File: src/rtl/spi_master_ctrl_pkg.sv
// Shared encodings for the SPI initiator: command codes, FSM state codes and frame sizes.
package spi_pkg;

    localparam logic [1:0] CMD_WR_ADDR = 2'b00;
    localparam logic [1:0] CMD_WR_DATA = 2'b01;
    localparam logic [1:0] CMD_RD_ADDR = 2'b10;
    localparam logic [1:0] CMD_RD_DATA = 2'b11;

    localparam int PAYLOAD_BITS = 10;
    localparam int DATA_BITS    = 8;

    typedef logic [2:0] state_t;

    localparam state_t ST_IDLE    = 3'd0;
    localparam state_t ST_SEL     = 3'd1;
    localparam state_t ST_SELBIT  = 3'd2;
    localparam state_t ST_SHIFT   = 3'd3;
    localparam state_t ST_WAIT_RD = 3'd4;
    localparam state_t ST_RECV    = 3'd5;
    localparam state_t ST_END     = 3'd6;

endpackage

File: src/rtl/spi_master_ctrl_if.sv
// Host request/response and serial lines of the SPI initiator, bundled as one interface.
interface spi_master_ctrl_if;

    logic       start;
    logic [1:0] cmd;
    logic [7:0] din;
    logic       MISO;
    logic       MOSI;
    logic       SS_n;
    logic       busy;
    logic       done;
    logic [7:0] rx_data;
    logic       rx_valid;

    modport master (
        input  start,
        input  cmd,
        input  din,
        input  MISO,
        output MOSI,
        output SS_n,
        output busy,
        output done,
        output rx_data,
        output rx_valid
    );

    modport slave (
        output start,
        output cmd,
        output din,
        output MISO,
        input  MOSI,
        input  SS_n,
        input  busy,
        input  done,
        input  rx_data,
        input  rx_valid
    );

endinterface

File: src/rtl/spi_master_ctrl_shifter.sv
// Datapath of the SPI initiator: TX shift register, RX shift register and the
// saturating down-counter that paces the SHIFT and RECV phases.
module spi_master_shifter
    import spi_pkg::*;
(
    input  logic                    clk,
    input  logic                    rst,
    input  logic                    load,
    input  logic [PAYLOAD_BITS-1:0] load_word,
    input  logic                    tx_shift,
    input  logic                    rx_shift,
    input  logic                    miso,
    input  logic                    cnt_load,
    input  logic [3:0]              cnt_init,
    input  logic                    cnt_en,
    output logic                    tx_msb,
    output logic [DATA_BITS-1:0]    rx_word,
    output logic                    cnt_zero
);

    logic [PAYLOAD_BITS-1:0] tx_sr;
    logic [DATA_BITS-1:0]    rx_sr;
    logic [3:0]              cnt;

    always_ff @(posedge clk) begin
        if (rst) begin
            tx_sr <= '0;
            rx_sr <= '0;
            cnt   <= '0;
        end else begin
            if (load) begin
                tx_sr <= load_word;
            end else if (tx_shift) begin
                tx_sr <= {tx_sr[PAYLOAD_BITS-2:0], 1'b0};
            end

            if (rx_shift) begin
                rx_sr <= {rx_sr[DATA_BITS-2:0], miso};
            end

            // Counter holds at zero rather than wrapping.
            if (cnt_load) begin
                cnt <= cnt_init;
            end else if (cnt_en && (cnt != 4'd0)) begin
                cnt <= cnt - 4'd1;
            end
        end
    end

    assign tx_msb   = tx_sr[PAYLOAD_BITS-1];
    assign rx_word  = rx_sr;
    assign cnt_zero = (cnt == 4'd0);

endmodule

File: src/rtl/spi_master_ctrl.sv
// SPI initiator for the SPI-slave RAM wrapper: one bit per clk, frames a 2-bit
// command plus 8-bit payload and returns the read word on rd_data frames.
//
//   state   | meaning
//   --------+--------------------------------------------------------------
//   IDLE    | SS_n high, waiting for start
//   SEL     | drive SS_n low, MOSI 0 (slave leaves its idle state)
//   SELBIT  | drive cmd[1] as the read/write path select bit
//   SHIFT   | send {cmd,din} MSB first, 10 bits
//   WAIT_RD | rd_data only: RD_WAIT turnaround cycles, MOSI 0
//   RECV    | rd_data only: sample 8 MISO bits, MSB first
//   END     | SS_n high, done pulse on first cycle, GAP_CYCLES long
module spi_master_ctrl
    import spi_pkg::*;
#(
    parameter int RD_WAIT    = 2,
    parameter int GAP_CYCLES = 1
) (
    input  logic                clk,
    input  logic                rst,
    spi_master_ctrl_if.master   bus
);

    localparam logic [3:0] WAIT_INIT = 4'(RD_WAIT - 1);
    localparam logic [3:0] GAP_INIT  = 4'(GAP_CYCLES - 1);
    localparam logic [3:0] BIT_INIT  = 4'(PAYLOAD_BITS - 1);
    localparam logic [3:0] RX_INIT   = 4'(DATA_BITS - 1);

    state_t               state;
    logic [3:0]           wait_cnt;
    logic                 first_end;
    logic                 is_rd;
    logic                 ss_n_q;
    logic                 mosi_q;
    logic                 busy_q;
    logic                 done_q;
    logic                 rx_valid_q;
    logic [DATA_BITS-1:0] rx_data_q;

    logic                 accept;
    logic                 cnt_load;
    logic [3:0]           cnt_init;
    logic                 cnt_en;
    logic                 tx_msb;
    logic [DATA_BITS-1:0] rx_word;
    logic                 cnt_zero;

    // The last END cycle also accepts a request, so a held start chains
    // frames with exactly GAP_CYCLES of SS_n high between them.
    assign accept = bus.start &&
                    ((state == ST_IDLE) || ((state == ST_END) && (wait_cnt == 4'd0)));

    always_comb begin
        cnt_load = 1'b0;
        cnt_init = BIT_INIT;
        if (state == ST_SELBIT) begin
            cnt_load = 1'b1;
            cnt_init = BIT_INIT;
        end else if ((state == ST_WAIT_RD) && (wait_cnt == 4'd0)) begin
            cnt_load = 1'b1;
            cnt_init = RX_INIT;
        end
    end

    assign cnt_en = (state == ST_SHIFT) || (state == ST_RECV);

    spi_master_shifter u_shifter (
        .clk       (clk),
        .rst       (rst),
        .load      (accept),
        .load_word ({bus.cmd, bus.din}),
        .tx_shift  (state == ST_SHIFT),
        .rx_shift  (state == ST_RECV),
        .miso      (bus.MISO),
        .cnt_load  (cnt_load),
        .cnt_init  (cnt_init),
        .cnt_en    (cnt_en),
        .tx_msb    (tx_msb),
        .rx_word   (rx_word),
        .cnt_zero  (cnt_zero)
    );

    always_ff @(posedge clk) begin
        if (rst) begin
            state      <= ST_IDLE;
            wait_cnt   <= '0;
            first_end  <= 1'b0;
            is_rd      <= 1'b0;
            ss_n_q     <= 1'b1;
            mosi_q     <= 1'b0;
            busy_q     <= 1'b0;
            done_q     <= 1'b0;
            rx_valid_q <= 1'b0;
            rx_data_q  <= '0;
        end else begin
            done_q     <= 1'b0;
            rx_valid_q <= 1'b0;

            case (state)
                ST_IDLE: begin
                    ss_n_q <= 1'b1;
                    mosi_q <= 1'b0;
                    if (accept) begin
                        state  <= ST_SEL;
                        busy_q <= 1'b1;
                        is_rd  <= (bus.cmd == CMD_RD_DATA);
                    end else begin
                        busy_q <= 1'b0;
                    end
                end

                ST_SEL: begin
                    ss_n_q <= 1'b0;
                    mosi_q <= 1'b0;
                    state  <= ST_SELBIT;
                end

                ST_SELBIT: begin
                    mosi_q <= tx_msb;
                    state  <= ST_SHIFT;
                end

                ST_SHIFT: begin
                    mosi_q <= tx_msb;
                    if (cnt_zero) begin
                        if (is_rd) begin
                            state    <= ST_WAIT_RD;
                            wait_cnt <= WAIT_INIT;
                        end else begin
                            state     <= ST_END;
                            wait_cnt  <= GAP_INIT;
                            first_end <= 1'b1;
                        end
                    end
                end

                ST_WAIT_RD: begin
                    mosi_q <= 1'b0;
                    if (wait_cnt == 4'd0) begin
                        state <= ST_RECV;
                    end else begin
                        wait_cnt <= wait_cnt - 4'd1;
                    end
                end

                ST_RECV: begin
                    mosi_q <= 1'b0;
                    if (cnt_zero) begin
                        state     <= ST_END;
                        wait_cnt  <= GAP_INIT;
                        first_end <= 1'b1;
                    end
                end

                ST_END: begin
                    ss_n_q    <= 1'b1;
                    mosi_q    <= 1'b0;
                    first_end <= 1'b0;
                    if (first_end) begin
                        done_q <= 1'b1;
                        if (is_rd) begin
                            rx_valid_q <= 1'b1;
                            rx_data_q  <= rx_word;
                        end
                    end
                    if (wait_cnt == 4'd0) begin
                        if (accept) begin
                            state  <= ST_SEL;
                            busy_q <= 1'b1;
                            is_rd  <= (bus.cmd == CMD_RD_DATA);
                        end else begin
                            state  <= ST_IDLE;
                            busy_q <= 1'b0;
                        end
                    end else begin
                        wait_cnt <= wait_cnt - 4'd1;
                    end
                end

                default: begin
                    state  <= ST_IDLE;
                    ss_n_q <= 1'b1;
                    mosi_q <= 1'b0;
                    busy_q <= 1'b0;
                end
            endcase
        end
    end

    assign bus.MOSI     = mosi_q;
    assign bus.SS_n     = ss_n_q;
    assign bus.busy     = busy_q;
    assign bus.done     = done_q;
    assign bus.rx_data  = rx_data_q;
    assign bus.rx_valid = rx_valid_q;

endmodule

File: src/flat_wrapper.sv
// flat-port wrapper written by rule: the top's interface ports become plain ports
module spi_master_ctrl_flat import spi_pkg::*;
#(
    parameter int RD_WAIT    = 2,
    parameter int GAP_CYCLES = 1
)
  (clk, rst, bus_start, bus_cmd, bus_din, bus_MISO, bus_MOSI, bus_SS_n, bus_busy, bus_done, bus_rx_data, bus_rx_valid);
  spi_master_ctrl_if bus_i ();
  input  logic clk;
  input  logic rst;
  input wire logic [$bits(bus_i.start)-1:0] bus_start;
  input wire logic [$bits(bus_i.cmd)-1:0] bus_cmd;
  input wire logic [$bits(bus_i.din)-1:0] bus_din;
  input wire logic [$bits(bus_i.MISO)-1:0] bus_MISO;
  output wire logic [$bits(bus_i.MOSI)-1:0] bus_MOSI;
  output wire logic [$bits(bus_i.SS_n)-1:0] bus_SS_n;
  output wire logic [$bits(bus_i.busy)-1:0] bus_busy;
  output wire logic [$bits(bus_i.done)-1:0] bus_done;
  output wire logic [$bits(bus_i.rx_data)-1:0] bus_rx_data;
  output wire logic [$bits(bus_i.rx_valid)-1:0] bus_rx_valid;
  assign bus_i.start = bus_start;
  assign bus_i.cmd = bus_cmd;
  assign bus_i.din = bus_din;
  assign bus_i.MISO = bus_MISO;
  assign bus_MOSI = bus_i.MOSI;
  assign bus_SS_n = bus_i.SS_n;
  assign bus_busy = bus_i.busy;
  assign bus_done = bus_i.done;
  assign bus_rx_data = bus_i.rx_data;
  assign bus_rx_valid = bus_i.rx_valid;
  spi_master_ctrl #(.RD_WAIT(RD_WAIT), .GAP_CYCLES(GAP_CYCLES)) u_core (.clk(clk), .rst(rst), .bus(bus_i));
endmodule
File: config.mk
export PLATFORM = sky130hd
export DESIGN_NAME = spi_master_ctrl_flat
export DESIGN_NICKNAME = d
export VERILOG_FILES = /design/src/rtl/spi_master_ctrl_pkg.sv /design/src/rtl/spi_master_ctrl_if.sv /design/src/rtl/spi_master_ctrl_shifter.sv /design/src/rtl/spi_master_ctrl.sv /design/src/flat_wrapper.sv
export SDC_FILE = /design/constraint.sdc
export NUM_CORES = 1
export LEC_CHECK = 0
export CORE_MARGIN = 4
export CORE_UTILIZATION = 40
export CTS_CLUSTER_DIAMETER = 100
export DETAILED_ROUTE_END_ITERATION = 7
export GPL_ROUTABILITY_DRIVEN = 0
export PLACE_DENSITY = 0.71
export SLEW_MARGIN = 40
export SYNTH_ARGS = -nofsm -noshare
export SYNTH_HDL_FRONTEND = slang
export SYNTH_SLANG_ARGS = --single-unit
export TNS_END_PERCENT = 30
File: constraint.sdc
create_clock -name clk -period 1.5 [get_ports clk]
set_input_delay 0.45 -clock clk [delete_from_list [all_inputs] [get_ports clk]]
set_output_delay 0.45 -clock clk [all_outputs]
set_load 0.05 [all_outputs]
==> flow_metrics.tcl, run 1 <==
set metrics [dict create \
    status "finished, violations left" \
    violations "setup timing" \
    powerDensity_nw_per_um2 981 \
    synth_top_area_share_pct 44.6 \
    stdcell_count 353 \
    htree_levels 2 \
    min_from "u_core.first_end" \
    worstPathArrival_ns 1.77 \
    worstMarginPinSlew_ns 0.390 \
    drv_cap 0 \
    clkTransAtPathRegs_ns 0.08 \
    overflow 0 \
    drive_gt1_share_pct 31.8 \
    cpMaxStageDelayCell "or4_4" \
    p_sw_share_pct 30.0 \
    irDropWorstVdd_uv 510 \
    fin_crit_ns 1.54 \
    numCtsBuffers 5 \
    relSlewSlack_pct 74.0 \
    synth_ff_type "dfxtp_1" \
    dpl.cell_count 341 \
    routed_wl_mm 4.66 \
    synth_cells 230 \
    clk_latency_ns 0.29 \
    yosysWarnings 0 \
    yosysTopAreaCell "dfxtp_1" \
    die_y_um 78.3 \
    syn_avg_cell_area_um2 8.59 \
    antenna_cells 0 \
    die_area_um2 6130 \
    worstSetupPathType "reg -> reg" \
    antenna_left 0 \
    cts_root_buffer "clkbuf_8" \
    rows 25 \
    grt_pass1_wl_mm 7.82 \
    async_flop_share_pct 0 \
    seq_power_share_pct 46.2 \
    synth.distinct_cells 43 \
    r2r-start "u_core.wait_cnt[1]" \
    synth_edf_count 0 \
    cp_max_fo 4 \
    setup_tns_ns -0.0710 \
    grt_use_total_pct 15.7 \
    fmax_mhz 651 \
    io_buffers 26 \
    core_area_um2 4750 \
    dr.first_iter.drc_count 145 \
    avgViaCountPerCell 5.22 \
    setup_viol 3 \
    leakage_nw 1.20 \
    startpoint "u_core.wait_cnt[1]" \
    cts_tree "done" \
    drtPass1Iterations 4 \
    start_util_pct 41.6 \
    wl_per_cell_um 13.2 \
    layout_setup_ws_ns -0.0366 \
    critPathTopFamily "simple AND/OR/NAND/NOR gates" \
    synth_simple_gate_area_share_pct 25.0 \
    p_int_mw 2.02 \
    synth_top_family_by_area "simple AND/OR/NAND/NOR gates" \
    areaGrowthSynthToFinish_pct 48.8 \
    drc 0 \
    netlist_area_um2 1980 \
    ys_seq_area_share_pct 44.6 \
    clock_skew_ns 0.00333 \
    timing.final.hold_violations 0 \
    worst_hold_slack_ns 0.478 \
    pwr-share-comb_pct 26.8 \
    end_kind "flop" \
    vias 1842 \
    dpl.hpwl_mm 3.30 \
    clk_path_buf_depth 2 \
    synth_compound_area_share_pct 15.0 \
    first_global_vias 1710 \
    grt_max_degree 37 \
    p_sw_mw 0.865 \
    muxShareOfSynthArea_pct 8.11 \
    synth-seq-cells 44 \
    synth_nets 247 \
    slew_violations 0 \
    antenna_found_initial 0 \
    clock_power_share_pct 27.0 \
    cp_data_required_time_ns 1.73 \
    synthAdderAreaFrac_pct 1.90 \
    rsz0062_at_grt "yes" \
    crit_buf_inv 1 \
    ys_top_cells_by_area "dfxtp_1, mux2i_1, nor2_1" \
    num-nets-final 302 \
    start_kind "flop" \
    hp-class "reg -> reg" \
    io_pins 27 \
    crit_path_cell_trace "inv_2 -> ha_4 -> or3b_4 -> or4_4 -> o21ai_1" \
    cts.sinks 44 \
    synthXorXnorAreaFrac_pct 0.887 \
    post-route-period-util_pct 102 \
    fp.dieW_um 78.3 \
    slowest_delay_ns 0.44 \
]
-- routing by layer --
metal | GRT usage (%) | wire length (um) | vias up | part of all wire, %
li1 | - | - | 921 | -
met1 | 21.6 | 2090 | 869 | 45
met2 | 24.2 | 2290 | 42 | 49
met3 | 2.75 | 197 | 10 | 4.2
met4 | 6.47 | 88 | 0 | 1.9
met5 | 0 | 0 | - | 0
-- flip-flops by register name (all words and copies together) (netlist names), 3 cells and up --
signal and cells:
u_core.bus.rx_data 8, u_core.state 3, u_core.u_shifter.cnt 4, u_core.u_shifter.rx_word 8, u_core.u_shifter.tx_sr 10, u_core.wait_cnt 4
-- synth_stat cells (all sizes together), types with 2 or more instances --
library cell   n
o21ai          6
mux2i         16
buf            6
a2bb2oi        2
nand2b         5
nor3b          3
or3b           2
nor2          33
o21bai         2
a31oi          7
inv            8
ha             3
xor2           2
nand3          9
a311oi         9
dfxtp         44
nand2         29
or2            2
a21oi          7
nor3           6
clkbuf         8
nand3b         3
or4            2
a211oi         4
-- power groups by stage --
stage,clock (mW),sequential [mW],combinational [mW]
floorplan,0,1.35,0.358
global placement,0,1.34,0.652
finish,0.779,1.33,0.771
CTS,0.786,1.33,0.710
global route,0.845,1.34,0.848
detailed placement,0,1.35,0.665
-- kinds of logic after synthesis --
group | after synthesis
buffers and inverters | 22
xor gates and xnor gates | 2
DFF | 44
and+or+nand+nor | 100
AOI/OAI and AO/OA | 43
adders and majority gates | 3
muxes | 16
-- cell type report --
type / count / area [um^2]
repair buffers: 62 / 699
flip-flops and latches: 44 / 888
inverters: 8 / 30.0
clock buffers: 7 / 86.3
well taps: 67 / 83.8
multi-input cells: 164 / 1140
clock inverters: 1 / 7.51
fillers: 407 / 1820
-- path summary, 6_finish.rpt --
path                                  end  slack (ns)  depth (start not counted)
setup / recovery  u_core.u_shifter.cnt[1]       -0.04                          5
setup reg to reg  u_core.u_shifter.cnt[1]       -0.04                          5
hold / removal            u_core.bus.done        0.48                          2
hold reg to reg           u_core.bus.done        0.48                          2
-- cells in the final DEF (no fill, tap or decap), types with 5 or more instances in the layout --
cell,n
clkbuf_8,6
nor2_2,5
nand3_1,8
clkdlybuf4s50_1,12
nor3_1,6
buf_4,30
mux2i_1,16
buf_12,15
nand2_1,29
a31oi_1,7
nor2_1,27
a311oi_1,5
inv_1,6
dfxtp_1,40
-- worst register-to-register path, cell delays in order (launching register included) --
cell     delay (ns)
dfxtp_2        0.34
inv_2          0.07
ha_4           0.13
or3b_4         0.40
or4_4          0.44
o21ai_1        0.08
-- through the flow --
stage          power, mW  setup WS [ns]  instance area [um^2]  utilization (%)
2_1_floorplan       1.71        -0.0427                  1980                -
3_3_place_gp        2.00         -0.511                  2660             55.9
3_5_place_dp        2.01         -0.598                  2660             55.9
4_1_cts             2.82        -0.0388                  2830             59.6
5_1_grt             3.03        -0.0835                  2940             61.8
6_report            2.88        -0.0366                  2940             61.8
-- timing repair --
item                                    4_1_cts  5_1_grt
endpoints found under the setup margin       27       29
gates resized for setup                      19       25
pin swaps                                     4        9
hold buffers                                  0        0
buffers inserted                              3        2
Power figures use the tool's default switching activity.
==> inputs of run 2 (changes only) <==
- SETUP_SLACK_MARGIN: not set -> 0.5
==> run 2 against run 1 <==
Effect of this change:
- critical endpoint is now u_core.u_shifter.cnt[2]
- maximum frequency up 0.60%
- the flow still finishes with violations (setup timing)
- critical path depth is the same
- flip-flop and latch count did not move
- sequential power hardly changed
- die area is the same
- via count unchanged
- first-iteration DRC count down 35%
==> flow_metrics.tcl, run 2 (synthesized netlist as in run 1, its figures left out) <==
set metrics [dict create \
    rsz0062_at_grt "yes" \
    preCtsSetupSlack_ns -0.534 \
    post-route-period-util_pct 102 \
    drv_cap 0 \
    io_buffers 26 \
    cts.sinks 44 \
    grt_use_total_pct 17.2 \
    worstMarginPinSlew_ns 0.313 \
    status "finished, violations left" \
    antenna_cells 0 \
    slowest_delay_ns 0.44 \
    hp-class "reg -> reg" \
    htree_levels 2 \
    rows 25 \
    worstPathArrival_ns 1.76 \
    regMostFlops "u_core.u_shifter.tx_sr" \
    p_sw_mw 0.920 \
    clock_skew_ns 0.00282 \
    cpMaxStageDelayCell "or4_4" \
    die_area_um2 6130 \
    drive_gt1_share_pct 43.0 \
    dr.first_iter.drc_count 94 \
    crit_path_cell_trace "inv_2 -> ha_4 -> or3b_4 -> or4_4 -> o21ai_1" \
    grt_max_degree 36 \
    antenna_found_initial 0 \
    p_int_mw 2.22 \
    clock_power_share_pct 30.6 \
    r2r-start "u_core.wait_cnt[0]" \
    powerDensity_nw_per_um2 1010 \
    violations "setup timing" \
    r2r_end "u_core.u_shifter.cnt[2]" \
    dpl.cell_count 334 \
    layout_setup_ws_ns -0.0274 \
    fin_crit_ns 1.53 \
    stdcell_count 351 \
    drtPass1Iterations 4 \
    vias 1842 \
    clk_latency_ns 0.29 \
    grt_pass1_wl_mm 8.37 \
    routed_wl_mm 5.10 \
    layout_common_cells "nand2_1, dfxtp_1, nor2_1" \
    slew_violations 0 \
    die_y_um 78.3 \
    num-nets-final 300 \
    wl_per_cell_um 14.5 \
    overflow 0 \
    seq_power_share_pct 43.1 \
    core_area_um2 4750 \
    areaGrowthSynthToFinish_pct 57.5 \
    fp.dieW_um 78.3 \
    largest_reg_flops 10 \
    drc 0 \
    ff2ff_path_depth 5 \
    pwr-share-comb_pct 26.4 \
    timing.final.hold_violations 0 \
    end_kind "flop" \
    fmax_mhz 655 \
    clkTransAtPathRegs_ns 0.08 \
    leakage_nw 1.25 \
    cts_root_buffer "clkbuf_8" \
    avgViaCountPerCell 5.25 \
    numCtsBuffers 5 \
    min_from "u_core.first_end" \
    setup_viol 3 \
    first_global_vias 1796 \
    whs_path_depth 2 \
    dpl.hpwl_mm 3.19 \
    worstSetupPathType "reg -> reg" \
    start_util_pct 41.6 \
    final_common_cell "nand2_1" \
    relSlewSlack_pct 79.0 \
    power.total_mw 3.14 \
    cp_data_required_time_ns 1.73 \
    finish.utilization_pct 65.4 \
    clk_path_buf_depth 2 \
    p_sw_share_pct 29.3 \
    antenna_left 0 \
    start_kind "flop" \
    cp_max_fo 4 \
    io_pins 27 \
    cts_tree "done" \
    irDropWorstVdd_uv 682 \
    r2r_setup_slack_ns -0.03 \
    worstHoldEndpoint "u_core.bus.done" \
]
==> run 2: cell types whose count changed in the layout (fill, tap and decap cells not counted), sizes merged <==
cell	previous run	this run
clkinv	0	1
bufbuf	0	1
clkinvlp	1	0
clkbuf	7	6
bufinv	0	1
buf	49	46
==> run 2: layout make-up <==
class                      count  area (um^2)
inverter                       8         30.0
multi-input combinational    164         1220
sequential                    44          912
timing repair buffer          60          744
tap                           67         83.8
fill                         386         1640
clock buffer                   6         82.6
clock inverter                 2         38.8
==> run 2: worst max-delay path by stage <==
| stage | from | endpoint | slack, ns | cells after the start |
|---|---|---|---|---|
| after floorplan | u_core.wait_cnt[0] | u_core.u_shifter.cnt[1] | 0.06 | 5 |
| after global routing | u_core.wait_cnt[0] | u_core.is_rd | -0.08 | 7 |
| after detailed placement | bus_start | u_core.is_rd | -0.53 | 7 |
| final | u_core.wait_cnt[0] | u_core.u_shifter.cnt[2] | -0.03 | 5 |
| after global placement | bus_start | u_core.is_rd | -0.44 | 7 |
| after CTS | u_core.wait_cnt[0] | u_core.u_shifter.cnt[2] | -0.02 | 5 |
==> run 2: through the flow <==
stage	area, um^2	TNS, ns	hold WS, ns
6_report	3110	-0.0363	0.468
5_1_grt	3110	-0.519	0.488
4_1_cts	3030	-0.0447	0.467
3_5_place_dp	2660	-8.04	0.465
3_3_place_gp	2660	-6.88	0.453
2_1_floorplan	2070	0	0.435
==> run 2: routing by layer <==
layer	vias to the layer above	routed length, um	global-route usage [%]
li1	913	-	-
met1	890	2220	20.0
met2	35	2650	30.6
met3	4	190	3.90
met4	0	40	6.82
met5	-	0	0
==> run 2: critical path: cells and delay by family, from the launching register on <==
family,cells,cell delay (ns)
flip-flops,1,0.33
adder cells (fa/ha/maj),1,0.14
AND/OR/NAND/NOR,2,0.85
AO/OA/AOI/OAI,1,0.08
buffers and inverters,1,0.07
==> run 2: power groups by stage <==
stage / Clock [mW] / Combinational [mW] / Sequential [mW]
final: 0.958 / 0.828 / 1.35
after global routing: 1.04 / 0.887 / 1.36
after CTS: 0.971 / 0.763 / 1.34
after detailed placement: 0 / 0.663 / 1.36
after global placement: 0 / 0.652 / 1.35
after floorplan: 0 / 0.420 / 1.36
==> run 2: timing repair <==
action / in CTS / in global routing
resized for setup: 54 / 22
gates cloned: 2 / 0
hold buffers: 0 / 0
setup endpoints to repair: 57 / 57
buffers inserted: 4 / 3
endpoints found under the hold margin: 0 / 0
pin swaps: 16 / 17
==> inputs of run 3 (changes only) <==
- CAP_MARGIN: not set -> 20
- GPL_ROUTABILITY_DRIVEN: 0 -> not set
- PLACE_DENSITY: 0.71 -> 0.61
==> run 3 against run 2 <==
Effect of this change:
- the run still ends with setup timing left
- via count shrank 0.87%
- power shrank 3.8%
- sequential share of layout area shrank 0.39 points
- critical endpoint is now u_core.u_shifter.tx_sr[0]
- largest power group unchanged
==> flow_metrics.tcl, run 3 (synthesized netlist as in run 1, its figures left out) <==
set metrics [dict create \
    p_sw_share_pct 30.3 \
    numCtsBuffers 5 \
    slowest_delay_ns 0.33 \
    drive_gt1_share_pct 42.6 \
    start_util_pct 41.6 \
    num-nets-final 305 \
    slew_violations 0 \
    first_global_vias 1817 \
    clock_skew_ns 0.00611 \
    io_buffers 26 \
    grtUsageMet1_pct 20.9 \
    vias 1826 \
    regMostFlops "u_core.u_shifter.tx_sr" \
    drv_cap 0 \
    status "finished, violations left" \
    pwr-share-comb_pct 29.4 \
    clkTransAtPathRegs_ns 0.08 \
    p_sw_mw 0.913 \
    clk_latency_ns 0.30 \
    rsz0062_at_grt "yes" \
    cp_data_required_time_ns 1.73 \
    crit_buf_inv 2 \
    violations "setup timing" \
    grt_pass1_wl_mm 8.31 \
    routed_wl_mm 5.07 \
    post-route-period-util_pct 105 \
    die_y_um 78.3 \
    worst_hold_slack_ns 0.455 \
    clk_path_buf_depth 2 \
    core_area_um2 4750 \
    clock_power_share_pct 25.9 \
    placed_area_um2 2730 \
    dpl.hpwl_mm 3.26 \
    seq_power_share_pct 44.7 \
    drc 0 \
    worstMarginPinSlew_ns 0.330 \
    grt_use_total_pct 16.9 \
    critPathTopFamily "simple AND/OR/NAND/NOR gates" \
    areaGrowthSynthToFinish_pct 59.0 \
    rows 25 \
    hold_buffers 0 \
    cpMaxStageDelayCell "dfxtp_2" \
    fmax_mhz 638 \
    htree_levels 2 \
    largest_reg_flops 10 \
    avgViaCountPerCell 5.13 \
    setup_viol 12 \
    power.total_mw 3.02 \
    cts_root_buffer "clkbuf_8" \
    io_pins 27 \
    p_int_mw 2.10 \
    layout_setup_ws_ns -0.0685 \
    timing.final.hold_violations 0 \
    cts.sinks 44 \
    grt_max_degree 23 \
    antenna_found_initial 0 \
    fill_cells 391 \
    end_kind "flop" \
    cp_max_fo 5 \
    place.gp.congestion 0.788 \
    die_area_um2 6130 \
    antenna_cells 0 \
    antenna_left 0 \
    dr.first_iter.drc_count 86 \
    worstPathArrival_ns 1.80 \
    powerDensity_nw_per_um2 960 \
    final_common_cell "nor2_1" \
    irDropWorstVdd_uv 668 \
    leakage_nw 1.29 \
    finish.utilization_pct 66.1 \
    wl_per_cell_um 14.2 \
    worstSetupPathType "reg -> reg" \
    preCtsSetupSlack_ns -0.468 \
    hp-class "reg -> reg" \
    fin_crit_ns 1.57 \
    use_met3_pct 3.33 \
    layout_common_cells "nor2_1, nand2_1, buf_4" \
    start_kind "flop" \
    crit_path_cell_trace "inv_2 -> ha_4 -> nor3b_4 -> a21oi_4 -> clkbuf_16 -> or2_4 -> a21oi_2" \
    overflow 0 \
    top_usage_layer "met2" \
    met2_usage_pct 29.1 \
    relSlewSlack_pct 77.8 \
    fin_area_um2 3140 \
    drtPass1Iterations 4 \
    cts_tree "done" \
    fp.dieW_um 78.3 \
]
## run 3: area by class of cell
type,instances,area (um^2),share of cell area (%)
sequential,44,908,28.9
inverter,8,30.0,0.956
clock buffer,6,82.6,2.63
clock inverter,2,15.0,0.478
tap,67,83.8,2.67
multi-input combinational,164,1230,39.1
timing repair buffer,65,792,25.2
## run 3: power groups by stage
stage / registers [mW] / logic [mW] / clock network [mW]
2_1_floorplan: 1.36 / 0.420 / 0
3_3_place_gp: 1.36 / 0.682 / 0
3_5_place_dp: 1.36 / 0.689 / 0
4_1_cts: 1.33 / 0.823 / 0.806
5_1_grt: 1.36 / 0.959 / 0.849
6_report: 1.35 / 0.887 / 0.782
## run 3: worst register-to-register path: cells and delay by family, from the launching register on
| kind | cells | cell delay, ns |
|---|---|---|
| buffers and inverters | 2 | 0.24 |
| adder cells (fa/ha/maj) | 1 | 0.13 |
| flip-flops | 1 | 0.33 |
| AO/OA/AOI/OAI | 2 | 0.26 |
| AND/OR/NAND/NOR | 2 | 0.55 |
## run 3: path summary, 6_finish.rpt
path / end / cells after the start / from / slack, ns
setup reg to reg: u_core.u_shifter.tx_sr[0] / 7 / u_core.wait_cnt[0] / -0.07
hold / removal: u_core.bus.done / 2 / u_core.first_end / 0.45
setup / recovery: u_core.u_shifter.tx_sr[0] / 7 / u_core.wait_cnt[0] / -0.07
hold reg to reg: u_core.bus.done / 2 / u_core.first_end / 0.45
## run 3: repair_timing
item,in CTS,in global routing
setup endpoints to repair,57,57
cloned,2,1
gates resized for setup,34,27
pin swaps,16,10
buffers inserted,5,0
## run 3: stage by stage
| stage | TNS [ns] | std cells |
|---|---|---|
| 2_1_floorplan | 0 | 230 |
| 3_3_place_gp | -4.80 | 340 |
| 3_5_place_dp | -5.49 | 340 |
| 4_1_cts | -0.699 | 355 |
| 5_1_grt | -1.41 | 356 |
| 6_report | -0.525 | 356 |
## run 3: routing by layer
layer | vias to the layer above | wire length, um
li1 | 923 | -
met1 | 871 | 2270
met2 | 25 | 2580
met3 | 7 | 151
met4 | 0 | 71
met5 | - | 0
